File: src/rtl/cnn_conv_engine.sv
// Fixed-point tiled convolution engine: Tm x Tn channel tile per cycle,
// one output pixel (Tm lanes) emitted per valid/ready beat.
module cnn_conv_engine #(
  parameter int N_p    = 4,
  parameter int M_p    = 4,
  parameter int K_p    = 2,
  parameter int R_p    = 16,
  parameter int C_p    = 16,
  parameter int S_p    = 1,
  parameter int Tn_p   = 2,
  parameter int Tm_p   = 2,
  parameter int DW_p   = 16,
  parameter int FRAC_p = 8,
  localparam int NT  = N_p / Tn_p,
  localparam int MT  = M_p / Tm_p,
  localparam int RO  = (R_p - K_p) / S_p + 1,
  localparam int CO  = (C_p - K_p) / S_p + 1,
  localparam int FAW = (NT*R_p*C_p > 1) ? $clog2(NT*R_p*C_p) : 1,
  localparam int WAW = (MT*NT*K_p*K_p > 1) ? $clog2(MT*NT*K_p*K_p) : 1,
  localparam int CHW = (MT > 1) ? $clog2(MT) : 1,
  localparam int ROW = (RO > 1) ? $clog2(RO) : 1,
  localparam int COW = (CO > 1) ? $clog2(CO) : 1
) (
  input  logic                      clk_i,
  input  logic                      reset_i,
  input  logic                      start_i,
  input  logic                      relu_i,
  output logic                      busy_o,
  output logic                      done_o,
  output logic                      fm_rd_o,
  output logic [FAW-1:0]            fm_addr_o,
  input  logic [Tn_p*DW_p-1:0]      fm_data_i,
  output logic                      wt_rd_o,
  output logic [WAW-1:0]            wt_addr_o,
  input  logic [Tm_p*Tn_p*DW_p-1:0] wt_data_i,
  output logic                      out_valid_o,
  input  logic                      out_ready_i,
  output logic [Tm_p*DW_p-1:0]      out_data_o,
  output logic [CHW-1:0]            out_ch_o,
  output logic [ROW-1:0]            out_row_o,
  output logic [COW-1:0]            out_col_o
);

  localparam int AW  = 2*DW_p + $clog2(N_p*K_p*K_p);
  localparam int TIW = (NT > 1) ? $clog2(NT) : 1;
  localparam int KW  = (K_p > 1) ? $clog2(K_p) : 1;

  localparam logic [2:0] S_IDLE  = 3'd0;
  localparam logic [2:0] S_FETCH = 3'd1;
  localparam logic [2:0] S_DRAIN = 3'd2;
  localparam logic [2:0] S_EMIT  = 3'd3;
  localparam logic [2:0] S_DONE  = 3'd4;

  localparam logic signed [AW-1:0] SMAX = AW'(2**(DW_p-1) - 1);
  localparam logic signed [AW-1:0] SMIN = ~SMAX;

  logic [2:0]     st_q, st_d;
  logic           relu_q, relu_d;
  logic           pend_q, pend_d;
  logic [TIW-1:0] ti_q, ti_d;
  logic [KW-1:0]  i_q, i_d;
  logic [KW-1:0]  j_q, j_d;
  logic [CHW-1:0] to_q, to_d;
  logic [ROW-1:0] orow_q, orow_d;
  logic [COW-1:0] ocol_q, ocol_d;
  logic signed [AW-1:0] acc_q [Tm_p];
  logic signed [AW-1:0] acc_d [Tm_p];

  logic last_rd, last_px;
  logic signed [DW_p-1:0]   fa, wb;
  logic signed [2*DW_p-1:0] prod;

  assign last_rd = (j_q == KW'(K_p-1)) && (i_q == KW'(K_p-1)) &&
                   (ti_q == TIW'(NT-1));
  assign last_px = (ocol_q == COW'(CO-1)) && (orow_q == ROW'(RO-1)) &&
                   (to_q == CHW'(MT-1));

  always_comb begin
    st_d   = st_q;
    relu_d = relu_q;
    pend_d = (st_q == S_FETCH);
    ti_d   = ti_q;
    i_d    = i_q;
    j_d    = j_q;
    to_d   = to_q;
    orow_d = orow_q;
    ocol_d = ocol_q;
    fa     = '0;
    wb     = '0;
    prod   = '0;
    for (int tm = 0; tm < Tm_p; tm++) begin
      acc_d[tm] = acc_q[tm];
      if (pend_q) begin
        for (int tn = 0; tn < Tn_p; tn++) begin
          fa   = fm_data_i[tn*DW_p +: DW_p];
          wb   = wt_data_i[(tm*Tn_p+tn)*DW_p +: DW_p];
          prod = fa * wb;
          acc_d[tm] = acc_d[tm] + AW'(prod);
        end
      end
    end
    unique case (st_q)
      S_IDLE: begin
        if (start_i) begin
          st_d   = S_FETCH;
          relu_d = relu_i;
          for (int tm = 0; tm < Tm_p; tm++) acc_d[tm] = '0;
        end
      end
      S_FETCH: begin
        // reduction counters wrap to zero on the last read of the pixel
        if (j_q == KW'(K_p-1)) begin
          j_d = '0;
          if (i_q == KW'(K_p-1)) begin
            i_d  = '0;
            ti_d = (ti_q == TIW'(NT-1)) ? '0 : ti_q + TIW'(1);
          end else begin
            i_d = i_q + KW'(1);
          end
        end else begin
          j_d = j_q + KW'(1);
        end
        if (last_rd) st_d = S_DRAIN;
      end
      S_DRAIN: st_d = S_EMIT;
      S_EMIT: begin
        if (out_ready_i) begin
          if (ocol_q == COW'(CO-1)) begin
            ocol_d = '0;
            if (orow_q == ROW'(RO-1)) begin
              orow_d = '0;
              to_d   = (to_q == CHW'(MT-1)) ? '0 : to_q + CHW'(1);
            end else begin
              orow_d = orow_q + ROW'(1);
            end
          end else begin
            ocol_d = ocol_q + COW'(1);
          end
          if (last_px) begin
            st_d = S_DONE;
          end else begin
            st_d = S_FETCH;
            for (int tm = 0; tm < Tm_p; tm++) acc_d[tm] = '0;
          end
        end
      end
      S_DONE:  st_d = S_IDLE;
      default: st_d = S_IDLE;
    endcase
  end

  always_ff @(posedge clk_i or negedge reset_i) begin
    if (!reset_i) begin
      st_q   <= S_IDLE;
      relu_q <= 1'b0;
      pend_q <= 1'b0;
      ti_q   <= '0;
      i_q    <= '0;
      j_q    <= '0;
      to_q   <= '0;
      orow_q <= '0;
      ocol_q <= '0;
      for (int tm = 0; tm < Tm_p; tm++) acc_q[tm] <= '0;
    end else begin
      st_q   <= st_d;
      relu_q <= relu_d;
      pend_q <= pend_d;
      ti_q   <= ti_d;
      i_q    <= i_d;
      j_q    <= j_d;
      to_q   <= to_d;
      orow_q <= orow_d;
      ocol_q <= ocol_d;
      for (int tm = 0; tm < Tm_p; tm++) acc_q[tm] <= acc_d[tm];
    end
  end

  assign busy_o      = (st_q != S_IDLE);
  assign done_o      = (st_q == S_DONE);
  assign fm_rd_o     = (st_q == S_FETCH);
  assign wt_rd_o     = (st_q == S_FETCH);
  assign out_valid_o = (st_q == S_EMIT);
  assign out_ch_o    = to_q;
  assign out_row_o   = orow_q;
  assign out_col_o   = ocol_q;

  assign fm_addr_o = FAW'(((int'(ti_q)*R_p + int'(orow_q)*S_p + int'(i_q))
                     * C_p) + int'(ocol_q)*S_p + int'(j_q));
  assign wt_addr_o = WAW'(((int'(to_q)*NT + int'(ti_q))*K_p + int'(i_q))
                     * K_p + int'(j_q));

  logic signed [AW-1:0] sh;
  logic [DW_p-1:0]      ln;

  // floor shift, clamp to DW_p, then optional ReLU
  always_comb begin
    sh         = '0;
    ln         = '0;
    out_data_o = '0;
    for (int tm = 0; tm < Tm_p; tm++) begin
      sh = acc_q[tm] >>> FRAC_p;
      if (sh > SMAX)      ln = SMAX[DW_p-1:0];
      else if (sh < SMIN) ln = SMIN[DW_p-1:0];
      else                ln = sh[DW_p-1:0];
      if (relu_q && ln[DW_p-1]) ln = '0;
      out_data_o[tm*DW_p +: DW_p] = ln;
    end
  end

endmodule

File: config.mk
export PLATFORM = sky130hd
export DESIGN_NAME = cnn_conv_engine
export DESIGN_NICKNAME = d
export VERILOG_FILES = /design/src/rtl/cnn_conv_engine.sv
export SDC_FILE = /design/constraint.sdc
export NUM_CORES = 2
export LEC_CHECK = 0
export CORE_MARGIN = 5
export CORE_UTILIZATION = 60
export DETAILED_ROUTE_END_ITERATION = 12
export PLACE_DENSITY = 0.86
export SLEW_MARGIN = 15
export SYNTH_ARGS = -nofsm -noshare
export SYNTH_HDL_FRONTEND = slang
export SYNTH_SLANG_ARGS = --single-unit
File: constraint.sdc
create_clock -name clk_i -period 8.5 [get_ports clk_i]
set_input_delay 0.85 -clock clk_i [delete_from_list [all_inputs] [get_ports clk_i]]
set_output_delay 0.85 -clock clk_i [all_outputs]
set_load 0.01 [all_outputs]
==> qor.csv <==
metric,value,unit
run_status,completed,
routedWlPerCell,19.8,um
vias,34861,
clock_skew,0.0112,ns
grt_most_used_layer,met2,
drt_wl_total,124000,um
rsz0062_at_grt,no,
cts.clk_slew.worst_paths,0.08,ns
cts-buffers-inserted,9,
synth_seq_cells,89,
ant_nets,0,
cp.arrival,8.42,ns
die_w,293,um
critical_path.max_fanout,16,
synth_warnings,0,
setup_viol,0,
cts.path.max_buffers,2,
synth_area,48200,sq um
placed_cell_area,52000,sq um
worstMarginPinSlew,0.944,ns
synth-main-ff-cell,dfrtp_1,
antenna_found_initial,3,
area_growth,8.63,%
setup_ws,0.310,ns
nets,6953,
grt_max_degree,75,
first_global_vias,39380,
cts_tree,built,
core-area,80000,sq um
synth-seq-area-share,0.0462,
hpwl,110000,um
io_pins,160,
drv_slew,0,
tns,0,ns
drtIter0Drc,2797,
start_util,0.602,
min_period,8.19,ns
grt_usage,0.302,
route.detailed.drc,0,
met2_usage,0.471,
min_path_type,in -> async,
endpoint_kind,register,
grt_pass1_wl,206000,um
synth-edff-count,0,
cts_sinks,89,
cp-start-kind,primary input,
max_freq,0.122,GHz
use_met1,0.411,
synth_cells,5064,
viasPerCell,5.55,
synth.distinct_cells,63,
synthArstFlopShare,1.00,
grt_overflow,0,
dieHeight,293,um
cts_hold_buffers,0,
place_ws,-0.0243,ns
worstPathRequired,8.73,ns
firstDrtPassIters,6,
period_share,0.964,
seq_area,2230,sq um
drive_above_1_share,0.0434,
std_cell_rows,104,
dieArea,86100,sq um
final.fill_count,5722,
use_met3,0.0895,
hold_viol_final,0,
gp_congestion,0.973,
multi_input_comb_area,39900,sq um
syn_nets,6797,
maxCapViolCount,0,
post_cts_buffers,0,
final_common_cell,inv_1,
htreeDepth,3,
fin_area,52300,sq um
worstSetupPathType,in -> reg,
most-common-layout-cells,"inv_1 (1422), fa_1 (1340), nand2_1 (535), and2_1 (473), ha_1 (292)",
finish.utilization,0.654,
io_buffers,159,
ctsResizeCount,0,
cts-root-buf,clkbuf_16,
syn_avg_cell_area,9.52,sq um
insertion_delay,0.38,ns
relSlewSlack,0.367,
-- Yosys cell counts (all sizes together) (2+ instances only) --
library cell / instances / area share
nand2b: 15 / 0.0019
nor3b: 5 / 0.00078
dfrtp: 89 / 0.046
a21oi: 73 / 0.0077
nor2b: 11 / 0.0016
nand2: 535 / 0.042
nand4: 15 / 0.0019
o211ai: 8 / 0.0014
o21bai: 8 / 0.0012
a31oi: 11 / 0.0016
o31a: 2 / 0.00036
o21a: 12 / 0.0019
a21o: 23 / 0.0036
nand3: 23 / 0.0024
and3: 7 / 0.00091
fa: 1340 / 0.56
mux2: 3 / 0.00070
nor3: 16 / 0.0017
a21boi: 4 / 0.00062
a211oi: 17 / 0.0029
o21ai: 45 / 0.0047
nor2: 226 / 0.018
a2bb2oi: 2 / 0.00036
xnor2: 64 / 0.012
nor4: 6 / 0.00078
a41oi: 2 / 0.00036
xor2: 29 / 0.0053
inv: 1422 / 0.11
and2: 473 / 0.061
buf: 14 / 0.0016
mux2i: 45 / 0.0093
o31ai: 12 / 0.0027
o22ai: 5 / 0.00078
ha: 292 / 0.076
a311oi: 3 / 0.0010
clkbuf: 187 / 0.015
and4: 4 / 0.00073
a211o: 2 / 0.00036
or3: 4 / 0.00052
-- routing by layer --
metal  part of all wire  vias to the layer above
met5            0.00019                        -
met4              0.040                        4
met3               0.12                      381
met2               0.46                     2023
met1               0.38                    17755
li1                   -                    14698
-- path summary, 6_finish.rpt --
| path | from | end | slack, ns | depth (start not counted) |
|---|---|---|---|---|
| hold reg to reg | acc_q[41]$_DFF_PN0_ | acc_q[41]$_DFF_PN0_ | 0.53 | 2 |
| setup / recovery | fm_data_i[28] | acc_q[55]$_DFF_PN0_ | 0.31 | 26 |
| min in group clk_i | acc_q[41]$_DFF_PN0_ | acc_q[41]$_DFF_PN0_ | 0.53 | 2 |
| setup reg to reg | acc_q[46]$_DFF_PN0_ | acc_q[55]$_DFF_PN0_ | 1.21 | 23 |
| max in group asynchronous | reset_i | acc_q[35]$_DFF_PN0_ | 6.86 | 2 |
| hold / removal | reset_i | out_row_o[3]$_DFFE_PN0P_ | 0.36 | 1 |
-- sequential cells by signal, summed over array words and instances (netlist names) --
register   cells
out_col_o      4
out_ch_o       1
st_q           3
pend_q         1
j_q            1
acc_q         72
relu_q         1
i_q            1
ti_q           1
out_row_o      4
-- critical path, cell delays in order --
cell             delay [ns]
clkdlybuf4s50_1        0.65
buf_4                  0.34
nand2_1                0.12
fa_1                   0.51
fa_1                   0.54
inv_1                  0.05
fa_1                   0.48
inv_1                  0.06
fa_1                   0.53
inv_1                  0.06
fa_1                   0.50
fa_1                   0.53
fa_1                   0.50
inv_1                  0.05
fa_1                   0.53
inv_1                  0.07
ha_1                   0.36
a21oi_1                0.16
o21ai_1                0.13
nor3_1                 0.32
o21ai_1                0.17
a21boi_1               0.18
a21o_1                 0.19
a21oi_1                0.17
xor2_1                 0.23
o22ai_1                0.12
-- stage by stage --
| stage | instances | hold WS [ns] |
|---|---|---|
| 3_3_place_gp | 6269 | 0.503 |
| 2_1_floorplan | 5064 | 0.485 |
| 3_5_place_dp | 6269 | 0.514 |
| 4_1_cts | 6285 | 0.360 |
| 5_1_grt | 6285 | 0.384 |
| 6_report | 6286 | 0.361 |
-- cell type report --
class | count | share of cell area
multi-input combinational | 3352 | 0.762
sequential | 89 | 0.0426
inverter | 1422 | 0.102
clock inverter | 7 | 0.00120
antenna | 1 | 0.0000478
clock buffer | 9 | 0.00430
timing repair buffer | 346 | 0.0630
tap | 1060 | 0.0253
-- cell families after synthesis --
logic type,after synthesis,synth area share
and+or+nand+nor,1344,0.135
AOI/OAI and AO/OA,235,0.0328
DFF,89,0.0462
muxes,48,0.0100
xor gates and xnor gates,93,0.0169
adders and majority gates,1632,0.632
buffers and inverters,1623,0.127
Power is left out: the tool's default activity adds up to more than one toggle a clock period on the data nets, which glitch-free logic cannot reach.
